### src/rtl/operand_mux_pipe.sv
`default_nettype none
// ============================================================================
// Module      : operand_mux_pipe
// Description : N-to-1 operand selector feeding an ALU operand port, with a
//               registered two-entry skid buffer on the output. A dedicated
//               select code forces a zero operand (JR); any other code
//               outside the input range also yields zero, is flagged on
//               out_err and counted in a saturating counter.
// Revision    : 1.0 - initial release
// ============================================================================
module operand_mux_pipe #(
    parameter int NUM_IN   = 5,
    parameter int WIDTH    = 8,
    parameter int SEL_W    = 3,
    parameter int ZERO_SEL = 5,
    parameter int CNT_W    = 8
) (
    input  logic                    clock,
    input  logic                    reset_n,
    input  logic [NUM_IN*WIDTH-1:0] in_data,
    input  logic [SEL_W-1:0]        in_sel,
    input  logic                    in_valid,
    output logic                    in_ready,
    output logic [WIDTH-1:0]        out_data,
    output logic                    out_err,
    output logic                    out_valid,
    input  logic                    out_ready,
    output logic [CNT_W-1:0]        bad_sel_cnt,
    input  logic                    cnt_clr
);

    // State bits are {OR.valid, SK.valid}; 2'b01 is never entered.
    typedef enum logic [1:0] {
        ST_EMPTY = 2'b00,
        ST_ONE   = 2'b10,
        ST_FULL  = 2'b11
    } state_t;

    localparam logic [SEL_W-1:0] c_zero_sel = SEL_W'(ZERO_SEL);
    localparam logic [CNT_W-1:0] c_cnt_max  = '1;

    state_t             r_state;
    state_t             w_state_nxt;

    logic [WIDTH-1:0]   r_or_data;
    logic               r_or_err;
    logic [WIDTH-1:0]   r_sk_data;
    logic               r_sk_err;
    logic [CNT_W-1:0]   r_bad_cnt;

    logic [WIDTH-1:0]   w_in_arr [NUM_IN];
    logic [WIDTH-1:0]   w_sel_data;
    logic               w_sel_hit;
    logic               w_sel_err;

    logic               w_or_valid;
    logic               w_sk_valid;
    logic               w_accept;
    logic               w_xfer;
    logic               w_or_load_in;
    logic               w_or_load_sk;
    logic               w_sk_load;

    // Split the flattened input bus into one word per operand source.
    generate
        for (genvar k = 0; k < NUM_IN; k++) begin : g_unpack
            assign w_in_arr[k] = in_data[k*WIDTH +: WIDTH];
        end
    endgenerate

    // Operand select: in-range codes pick an input, everything else is zero;
    // only non-ZERO_SEL out-of-range codes are flagged as errors.
    always_comb begin
        w_sel_data = '0;
        w_sel_hit  = 1'b0;
        for (int k = 0; k < NUM_IN; k++) begin
            if (in_sel == SEL_W'(k)) begin
                w_sel_data = w_in_arr[k];
                w_sel_hit  = 1'b1;
            end
        end
        w_sel_err = !w_sel_hit && (in_sel != c_zero_sel);
    end

    // Handshake terms; in_ready comes straight from the SK valid flop so
    // out_ready never reaches it combinationally.
    assign w_or_valid = r_state[1];
    assign w_sk_valid = r_state[0];
    assign w_accept   = in_valid && !w_sk_valid;
    assign w_xfer     = w_or_valid && out_ready;

    // Next-state and register load enables for the skid buffer.
    always_comb begin
        w_state_nxt  = r_state;
        w_or_load_in = 1'b0;
        w_or_load_sk = 1'b0;
        w_sk_load    = 1'b0;
        case (r_state)
            ST_EMPTY: begin
                if (w_accept) begin
                    w_or_load_in = 1'b1;
                    w_state_nxt  = ST_ONE;
                end
            end
            ST_ONE: begin
                if (w_accept && w_xfer) begin
                    w_or_load_in = 1'b1;
                end else if (w_accept) begin
                    w_sk_load   = 1'b1;
                    w_state_nxt = ST_FULL;
                end else if (w_xfer) begin
                    w_state_nxt = ST_EMPTY;
                end
            end
            ST_FULL: begin
                if (w_xfer) begin
                    w_or_load_sk = 1'b1;
                    w_state_nxt  = ST_ONE;
                end
            end
            default: begin
                w_state_nxt = ST_EMPTY;
            end
        endcase
    end

    // State register.
    always_ff @(posedge clock or negedge reset_n) begin
        if (!reset_n) begin
            r_state <= ST_EMPTY;
        end else begin
            r_state <= w_state_nxt;
        end
    end

    // Output register: takes a fresh beat or the parked skid beat.
    always_ff @(posedge clock or negedge reset_n) begin
        if (!reset_n) begin
            r_or_data <= '0;
            r_or_err  <= 1'b0;
        end else if (w_or_load_in) begin
            r_or_data <= w_sel_data;
            r_or_err  <= w_sel_err;
        end else if (w_or_load_sk) begin
            r_or_data <= r_sk_data;
            r_or_err  <= r_sk_err;
        end
    end

    // Skid register: parks a beat accepted while the output is stalled.
    always_ff @(posedge clock or negedge reset_n) begin
        if (!reset_n) begin
            r_sk_data <= '0;
            r_sk_err  <= 1'b0;
        end else if (w_sk_load) begin
            r_sk_data <= w_sel_data;
            r_sk_err  <= w_sel_err;
        end
    end

    // Saturating count of accepted illegal-select beats; clear has priority.
    always_ff @(posedge clock or negedge reset_n) begin
        if (!reset_n) begin
            r_bad_cnt <= '0;
        end else if (cnt_clr) begin
            r_bad_cnt <= '0;
        end else if (w_accept && w_sel_err && (r_bad_cnt != c_cnt_max)) begin
            r_bad_cnt <= r_bad_cnt + 1'b1;
        end
    end

    assign in_ready    = !w_sk_valid;
    assign out_valid   = w_or_valid;
    assign out_data    = r_or_data;
    assign out_err     = r_or_err;
    assign bad_sel_cnt = r_bad_cnt;

endmodule
`default_nettype wire
### config.mk
export PLATFORM = sky130hd
export DESIGN_NAME = operand_mux_pipe
export DESIGN_NICKNAME = d
export VERILOG_FILES = /design/src/rtl/operand_mux_pipe.sv
export SDC_FILE = /design/constraint.sdc
export NUM_CORES = 1
export LEC_CHECK = 0
export BUFFER_PORTS_ARGS = -buffer_cell sky130_fd_sc_hd__buf_2
export CORE_ASPECT_RATIO = 1.1
export CORE_MARGIN = 2
export CORE_UTILIZATION = 40
export DETAILED_ROUTE_END_ITERATION = 6
export PLACE_DENSITY = 0.67
export SKIP_CTS_REPAIR_TIMING = 1
export SLEW_MARGIN = 20
export SYNTH_ARGS = -nofsm -noshare
export SYNTH_HDL_FRONTEND = slang
export SYNTH_SLANG_ARGS = --single-unit
### constraint.sdc
create_clock -name clock -period 5.16 [get_ports clock]
set_clock_uncertainty 0.05 [all_clocks]
set_input_delay 0.516 -clock clock [delete_from_list [all_inputs] [get_ports clock]]
set_output_delay 0.516 -clock clock [all_outputs]
set_load 0.03 [all_outputs]
==> impl_metrics.env, run 1 <==
export IMPL_final_setup_viol_count=0
export IMPL_rr_startpoint="r_state[1]"
export IMPL_synth_top_family_by_area="compound AO/OA/AOI/OAI gates"
export IMPL_route_detailed_wl_per_inst_um=12.64
export IMPL_cap_viol_max_count=0
export IMPL_synth_mux_area_frac=0.1371
export IMPL_drtIter0Drc=40
export IMPL_cts_clk_slew_worst_paths_ps=90
export IMPL_yosysTopAreaCell="dfrtp_1"
export IMPL_critPathSlowestCell="dfrtp_1"
export IMPL_grt_pass1_wl_um=6016
export IMPL_h_tree_depth=1
export IMPL_worstMarginPinSlew_ps=661.7
export IMPL_synth_compound_area_frac=0.2021
export IMPL_worst_r2r_endpoint="r_sk_err"
export IMPL_dr_pass1_iters=4
export IMPL_grt_max_degree=29
export IMPL_cp_required_ps=5280
export IMPL_area_growth_pct=22.83
export IMPL_crit_family="compound AO/OA/AOI/OAI gates"
export IMPL_design_die_area_um2=4975
export IMPL_port_buffers=66
export IMPL_yosysWarnings=0
export IMPL_final_nets=289
export IMPL_fp_coreArea_um2=4285
export IMPL_min_path_type="in -> async"
export IMPL_gp_congestion=0.8180
export IMPL_detail_route_drc_violations=0
export IMPL_placed_cells=285
export IMPL_track_usage=0.1551
export IMPL_relSlewSlack=0.5569
export IMPL_antenna_found_initial=0
export IMPL_syn_nets=227
export IMPL_post_route_period_util=0.3695
export IMPL_drt_total_wl_um=3654
export IMPL_power_density_nw_per_um2=427.5
export IMPL_setup_worst_path_class="reg -> reg"
export IMPL_fin_cells=289
export IMPL_synth_main_ff_cell="dfrtp_1"
export IMPL_cpPeakStageDelay_ps=550
export IMPL_path_depth=5
export IMPL_ctsRootBufferMaster="clkbuf_8"
export IMPL_start_kind="register"
export IMPL_final_core_util=0.5074
export IMPL_crit_arrival_ps=2030
export IMPL_cp_end_kind="register"
export IMPL_postRouteAntennaNets=0
export IMPL_io_pin_count=67
export IMPL_initial_core_util=0.4131
export IMPL_r2r_slack_ps=3250
export IMPL_synth_edf_count=0
export IMPL_outcome="completed"
export IMPL_hold_viol=0
export IMPL_dp_slack_ps=2964
export IMPL_via_count=1489
export IMPL_grt_overflow=0
export IMPL_peakVddDrop_mv=0.1316
export IMPL_clk_insertion_delay_late_ps=270
export IMPL_die_height_um=73.78
export IMPL_hold_slack_ps=193.4
export IMPL_synth_adder_area_share=0.03534
export IMPL_synth_cell_area_um2=1770
export IMPL_synth_xor_xnor_area_share=0.02968
export IMPL_max_freq_mhz=524.5
export IMPL_clock_sinks=28
export IMPL_drt_vias_per_instance=5.152
export IMPL_synth_simple_area_share=0.1555
export IMPL_fp_row_count=25
export IMPL_cp_cell_sequence="ha_1 > nand3b_1 > a21oi_4 > nor2b_1 > a31o_2"
export IMPL_synth_area_leaders="dfrtp_1 (40%), mux2i_1 (7.3%), mux2_2 (5.7%)"
export IMPL_antennaDiodeCount=0
export IMPL_rsz0062_at_grt="no"
export IMPL_die_w_um=67.43
export IMPL_synth_seq_cells=28
export IMPL_slew_viol_final=0
export IMPL_numCtsBuffers=3
export IMPL_synth_cells=174
export IMPL_final_setup_worst_slack_ps=3253
export IMPL_period_minus_slack_ps=1907
export IMPL_cts_tree="done"
export IMPL_drive_gt1_frac=0.4085
export IMPL_path_buf_inv=0
export IMPL_ys_seq_area_frac=0.3958
export IMPL_power_leakage_nw=1.052
export IMPL_hpwl_um=2833
export IMPL_critPathMaxFanout=18
export IMPL_crit_end="r_sk_err"
export IMPL_timing_critical_path_from="r_state[1]"
export IMPL_first_global_vias=1354
export IMPL_ys_types=43
export IMPL_cts_buffer_depth=2
export IMPL_synth_top_area_frac=0.3958
export IMPL_synth_avg_cell_area_um2=10.17
export IMPL_setup_tns_final_ps=0
export IMPL_async_flop_share=1.000
export IMPL_ff2ff_path_depth=5
metal layers:
| metal | track usage | wire length [µm] | vias to the layer above |
|---|---|---|---|
| li1 | - | - | 762 |
| met1 | 0.2075 | 1629 | 664 |
| met2 | 0.2552 | 1719 | 61 |
| met3 | 0.02603 | 273 | 2 |
| met4 | 0.04762 | 32 | 0 |
| met5 | 0 | 0 | - |
where the power goes:
| part | internal, W | switching (W) | leakage [nW] |
|---|---|---|---|
| clock | 0.000104 | 0.0000666 | 0.0357 |
| combinational | 0.000166 | 0.000244 | 0.671 |
| sequential | 0.000299 | 0.0000493 | 0.346 |
| total | 0.000569 | 0.000360 | 1.05 |
kinds of logic after synthesis:
kind of cell             after synthesis
AO/OA/AOI/OAI                         46
XOR/XNOR                               6
adder cells (fa/ha/maj)                5
buffers and inverters                 12
flip-flops                            28
multiplexers                          23
AND/OR/NAND/NOR                       54
stage by stage:
stage	power (W)	area (µm²)
6_report	0.0009296	2175
5_1_grt	0.001001	2175
4_1_cts	0.0009410	2172
3_5_place_dp	0.0007679	2101
3_3_place_gp	0.0007574	2101
2_1_floorplan	0.0006671	1770
worst min path at each step:
stage                       startpoint             end  slack [ps]  cells after the start
after floorplan                reset_n  bad_sel_cnt[0]         170                      0
after global placement    r_sk_data[4]    r_sk_data[4]         460                      2
after detailed placement  r_sk_data[7]    r_sk_data[7]         470                      2
after CTS                      reset_n  bad_sel_cnt[5]         220                      1
after global routing           reset_n  bad_sel_cnt[4]         240                      1
final                          reset_n  bad_sel_cnt[4]         190                      1
synthesized netlist by cell type (2+ instances only):
cell type  count
nand3_1        7
ha_1           5
and3_1         2
mux2_2         9
inv_1          3
dfrtp_1       28
o211ai_1       3
nor2_1        24
o221a_2        5
xor2_1         6
buf_6          2
nor2b_1        4
a21oi_1       20
buf_4          5
mux2i_1       13
or2_2          2
o32ai_1        3
nand2_1        4
a22oi_1        5
worst register-to-register path: cells and delay by family, from the launching register on:
| family | cells | cell delay [ps] |
|---|---|---|
| AND/OR/NAND/NOR | 2 | 290 |
| adder cells (fa/ha/maj) | 1 | 270 |
| flip-flops | 1 | 550 |
| AO/OA/AOI/OAI | 2 | 640 |
cell type report:
type,count,area [µm²]
Inverter,3,11.26
Fill cell,394,2111
Timing Repair Buffer,66,330.3
Sequential cell,28,700.7
Clock buffer,3,41.29
Clock inverter,1,30.03
Multi-Input combinational cell,134,993.5
Tap cell,54,67.56
flip-flops by register name, summed over array words and instances (netlist names):
signal and count:
bad_sel_cnt 8, out_data 8, out_err 1, r_sk_data 8, r_sk_err 1, r_state 2
placed cells by master (no fill, tap or decap), types with 2 or more instances in the layout:
cell / synthesis / layout
and3_1: 2 / 2
nand2_1: 4 / 4
o211ai_1: 3 / 3
mux2_2: 9 / 9
buf_2: 0 / 66
nor2b_1: 4 / 3
inv_1: 3 / 3
nand3_1: 7 / 7
clkbuf_8: 0 / 3
xor2_1: 6 / 6
dfrtp_1: 28 / 28
a21oi_1: 20 / 20
mux2i_1: 13 / 13
o32ai_1: 3 / 3
or2_2: 2 / 2
o221a_2: 5 / 5
a22oi_1: 5 / 5
nor2_1: 24 / 24
ha_1: 5 / 5
Note: power is estimated with default switching activity, not from simulation.
==> run 2: changes to the inputs <==
==> constraint.sdc (replaced) <==
create_clock -name clock -period 1.8 [get_ports clock]
set_clock_uncertainty 0.05 [all_clocks]
set_input_delay 0.18 -clock clock [delete_from_list [all_inputs] [get_ports clock]]
set_output_delay 0.18 -clock clock [all_outputs]
set_load 0.03 [all_outputs]
==> run 2 against run 1 <==
Largest cell class unchanged. Cell count is 4.5% higher. Setup slack got worse by 3100 ps. Total power grew to 3.1 times the previous value. Largest power group unchanged. Sequential share of layout area shrank 1.7 points. Highest routed layer unchanged. First-iteration DRC count fell by 7.5%.
==> impl_metrics.env, run 2 (same netlist as run 1, synthesis figures left out) <==
export IMPL_crit_arrival_ps=1800
export IMPL_first_global_vias=1402
export IMPL_cts_buffer_depth=2
export IMPL_cap_viol_max_count=0
export IMPL_post_route_period_util=0.9350
export IMPL_period_minus_slack_ps=1683
export IMPL_design_area_um2=2301
export IMPL_fp_coreArea_um2=4285
export IMPL_cts_tree="done"
export IMPL_r2r_slack_ps=120
export IMPL_dr_wl_met2_um=1778
export IMPL_critPathMaxFanout=3
export IMPL_cp_end_kind="register"
export IMPL_nFillCells=388
export IMPL_drtIter0Drc=37
export IMPL_layout_commonest_cell="buf_2"
export IMPL_setup_tns_final_ps=0
export IMPL_io_pin_count=67
export IMPL_grt_overflow=0
export IMPL_route_met3_wl_um=196
export IMPL_final_nets=302
export IMPL_power_density_nw_per_um2=1233
export IMPL_initial_core_util=0.4131
export IMPL_worstMarginPinSlew_ps=617.1
export IMPL_area_growth_pct=29.96
export IMPL_place_area_um2=2190
export IMPL_h_tree_depth=1
export IMPL_cp_required_ps=1910
export IMPL_grt_max_degree=29
export IMPL_antennaDiodeCount=0
export IMPL_top_layer_used="met4"
export IMPL_drt_total_wl_um=3700
export IMPL_hold_viol=0
export IMPL_final_setup_viol_count=0
export IMPL_peakVddDrop_mv=0.4872
export IMPL_layout_common_cells="buf_2 (66), dfrtp_1 (27), nor2_1 (24)"
export IMPL_clk_insertion_delay_late_ps=270
export IMPL_antenna_found_initial=0
export IMPL_grt_pass1_wl_um=6251
export IMPL_wl_met1_um=1674
export IMPL_drt_vias_per_instance=5.106
export IMPL_route_detailed_wl_per_inst_um=12.25
export IMPL_track_usage=0.1630
export IMPL_clock_sinks=28
export IMPL_setup_worst_path_class="reg -> reg"
export IMPL_die_height_um=73.78
export IMPL_slew_viol_final=0
export IMPL_port_buffers=66
export IMPL_ctsRootBufferMaster="clkbuf_8"
export IMPL_drive_gt1_frac=0.4435
export IMPL_via_count=1542
export IMPL_gp_congestion=0.7488
export IMPL_relSlewSlack=0.5886
export IMPL_dr_pass1_iters=4
export IMPL_min_path_type="in -> reg"
export IMPL_cts_clk_slew_worst_paths_ps=90
export IMPL_postRouteAntennaNets=0
export IMPL_design_die_area_um2=4975
export IMPL_hpwl_um=2942
export IMPL_outcome="completed"
export IMPL_numCtsBuffers=3
export IMPL_fp_row_count=25
export IMPL_start_kind="register"
export IMPL_power_leakage_nw=1.122
export IMPL_max_freq_mhz=594.2
export IMPL_die_w_um=67.43
export IMPL_detail_route_drc_violations=0
run 2: power breakdown:
group	leakage (nW)	internal [W]	switching [W]
clock network	0.0357	0.000298	0.000188
logic	0.742	0.000606	0.000769
registers	0.345	0.000861	0.000116
total	1.12	0.00177	0.00107
run 2: per-stage QoR:
stage,power [W],util,instances,setup slack [ps],hold WS (ps)
finish,0.002838,0.5369,302,117.0,122.9
global route,0.003058,0.5369,302,-0.6550,132.5
CTS,0.002832,0.5276,299,-306.0,-119.1
detailed placement,0.002340,0.5109,295,-279.3,184.9
global placement,0.002313,0.5109,295,-168.7,184.2
floorplan,0.001917,-,174,0.8401,-165.6
run 2: worst max-delay path: stages (launching register included):
cell and delay, ps:
dfrtp_1 410, inv_2 70, ha_1 150, buf_4 120, nand3b_1 100, or2_0 230, o211ai_2 90, mux2_2 360
run 2: final timing paths:
path | startpoint | endpoint | depth (start not counted)
min | cnt_clr | bad_sel_cnt[1] | 2
min in group asynchronous | reset_n | bad_sel_cnt[3] | 2
max | r_state[0] | r_state[1] | 7
max reg2reg | r_state[0] | r_state[1] | 7
min reg2reg | r_sk_data[7] | r_sk_data[7] | 2
max in group asynchronous | reset_n | r_state[1] | 2
run 2: final cells by class:
cell class | instances | area (µm²) | share of cell area
clock inverter | 1 | 30.03 | 0.01305
multi-input combinational | 134 | 1006 | 0.4372
tap | 54 | 67.56 | 0.02936
inverter | 3 | 11.26 | 0.004894
clock buffer | 3 | 41.29 | 0.01794
sequential | 28 | 701.9 | 0.3051
timing repair buffer | 79 | 442.9 | 0.1925
run 2: per-layer routing:
layer | up-vias | track usage
li1 | 787 | -
met2 | 56 | 0.2937
met4 | 0 | 0.04762
met5 | - | 0
met1 | 694 | 0.2025
met3 | 5 | 0.01838
==> run 3: changes to the inputs <==
--- a/config.mk
+++ b/config.mk
@@ -8,9 +8,10 @@
 export BUFFER_PORTS_ARGS = -buffer_cell sky130_fd_sc_hd__buf_2
 export CORE_ASPECT_RATIO = 1.1
 export CORE_MARGIN = 2
-export CORE_UTILIZATION = 40
+export CORE_UTILIZATION = 49
 export DETAILED_ROUTE_END_ITERATION = 6
-export PLACE_DENSITY = 0.67
+export PLACE_DENSITY = 0.8
+export RECOVER_POWER = 50
 export SKIP_CTS_REPAIR_TIMING = 1
 export SLEW_MARGIN = 20
 export SYNTH_ARGS = -nofsm -noshare
==> run 3 against run 2 <==
Maximum frequency shrank 1.9%. Cell area shrank 2.0%. Worst hold slack worse by 76 ps. Via count rose by 2.3%. Register-to-register slack got worse by 30 ps. Non-clock buffer count decreased by 2. Cell count decreased by 2.6%. Critical path depth shrank 1. Setup slack worse by 33 ps. Critical endpoint is now out_data[2]. Highest routed layer unchanged.
==> impl_metrics.env, run 3 (same netlist as run 1, synthesis figures left out) <==
export IMPL_final_nets=300
export IMPL_track_usage=0.2057
export IMPL_drt_vias_per_instance=5.367
export IMPL_h_tree_depth=1
export IMPL_grt_pass1_wl_um=6327
export IMPL_timing_critical_path_from="r_state[1]"
export IMPL_final_seq_area_um2=701.9
export IMPL_initial_core_util=0.5229
export IMPL_fp_row_count=22
export IMPL_dr_wl_met2_um=1921
export IMPL_drive_gt1_frac=0.4106
export IMPL_crit_arrival_ps=1880
export IMPL_setup_worst_path_class="reg -> reg"
export IMPL_cts_buffer_depth=2
export IMPL_top_layer_used="met4"
export IMPL_period_minus_slack_ps=1716
export IMPL_clock_sinks=28
export IMPL_worstHoldStart="cnt_clr"
export IMPL_detail_route_drc_violations=0
export IMPL_post_route_period_util=0.9532
export IMPL_power_leakage_nw=1.082
export IMPL_dr_pass1_iters=5
export IMPL_relSlewSlack=0.5495
export IMPL_layout_commonest_cell="buf_2"
export IMPL_slew_viol_final=0
export IMPL_ff2ff_path_depth=6
export IMPL_grt_max_degree=29
export IMPL_area_growth_pct=27.42
export IMPL_clk_insertion_delay_late_ps=330
export IMPL_max_freq_mhz=582.8
export IMPL_route_detailed_wl_per_inst_um=13.34
export IMPL_ctsRootBufferMaster="clkbuf_4"
export IMPL_design_area_um2=2256
export IMPL_io_pin_count=67
export IMPL_nFillCells=294
export IMPL_antennaDiodeCount=0
export IMPL_rr_startpoint="r_state[1]"
export IMPL_worstMarginPinSlew_ps=675.8
export IMPL_design_die_area_um2=4111
export IMPL_cts_clk_slew_worst_paths_ps=150
export IMPL_worstHoldPathCells=2
export IMPL_start_kind="register"
export IMPL_multi_input_area_um2=1026
export IMPL_drtIter0Drc=64
export IMPL_cpPeakStageDelay_ps=470
export IMPL_first_global_vias=1498
export IMPL_cp_end_kind="register"
export IMPL_power_density_nw_per_um2=1234
export IMPL_antenna_found_initial=0
export IMPL_cp_required_ps=1960
export IMPL_hpwl_um=2900
export IMPL_route_met3_wl_um=265
export IMPL_path_depth=6
export IMPL_numCtsBuffers=3
export IMPL_worst_r2r_endpoint="out_data[2]"
export IMPL_hold_viol=0
export IMPL_gp_congestion=0.8496
export IMPL_final_setup_viol_count=0
export IMPL_via_count=1578
export IMPL_cts_tree="done"
export IMPL_drt_total_wl_um=3921
export IMPL_fp_coreArea_um2=3386
export IMPL_wl_met1_um=1668
export IMPL_crit_end="out_data[2]"
export IMPL_final_core_util=0.6663
export IMPL_cap_viol_max_count=0
export IMPL_cp_cell_sequence="buf_4 > ha_1 > nand3_4 > mux2_2 > nor2_1 > a21oi_1"
export IMPL_critPathSlowestCell="dfrtp_2"
export IMPL_min_path_type="in -> reg"
export IMPL_path_buf_inv=1
export IMPL_layout_common_cells="buf_2 (56), dfrtp_1 (27), nor2_1 (24)"
export IMPL_setup_tns_final_ps=0
export IMPL_critPathMaxFanout=9
export IMPL_grt_overflow=0
export IMPL_outcome="completed"
export IMPL_r2r_slack_ps=80
export IMPL_die_w_um=61.31
export IMPL_port_buffers=66
export IMPL_die_height_um=67.05
export IMPL_place_area_um2=2162
export IMPL_postRouteAntennaNets=0
export IMPL_hold_slack_ps=46.56
export IMPL_peakVddDrop_mv=0.5039
export IMPL_crit_family="flip-flops"
## run 3: cell types whose count changed in the layout (fill, tap and decap cells not counted), moves of 2 or more
cell / change
clkbuf_1: +9
clkbuf_8: -3
clkbuf_4: +3
buf_2: -10
mux2_4: +2
## run 3: per-layer routing
layer	vias up	track usage
met1	721	0.2515
met3	7	0.03689
met2	66	0.3511
met5	-	0
met4	0	0.07880
li1	784	-
## run 3: stage by stage
step           instances  total power [W]  worst slack (ps)
2_1_floorplan        174         0.001917            0.8401
3_3_place_gp         288         0.002280            -90.23
3_5_place_dp         288         0.002319            -216.8
4_1_cts              292         0.002734            -246.5
5_1_grt              294         0.002994            -14.82
6_report             294         0.002785             84.17
## run 3: worst min path at each step
stage / endpoint / slack [ps]
after floorplan: bad_sel_cnt[0] / -170
after global placement: bad_sel_cnt[5] / 180
after detailed placement: bad_sel_cnt[5] / 180
after CTS: bad_sel_cnt[7] / -200
after global routing: bad_sel_cnt[0] / 60
final: bad_sel_cnt[7] / 50
## run 3: layout make-up
cell class / count / area share
tap: 48 / 0.02662
multi-input combinational: 134 / 0.4548
clock buffer: 3 / 0.009983
sequential: 28 / 0.3111
clock inverter: 1 / 0.01331
inverter: 3 / 0.004992
timing repair buffer: 77 / 0.1791
## run 3: where the power goes
group / total (W) / internal [W] / switching [W]
combinational: 0.00138 / 0.000584 / 0.000797
sequential: 0.000989 / 0.000859 / 0.000130
clock: 0.000414 / 0.000225 / 0.000189
## run 3: worst register-to-register path, stage by stage, from the launching register on
cell and delay (ps):
dfrtp_2 470, buf_4 180, ha_1 250, nand3_4 150, mux2_2 350, nor2_1 90
a21oi_1 50
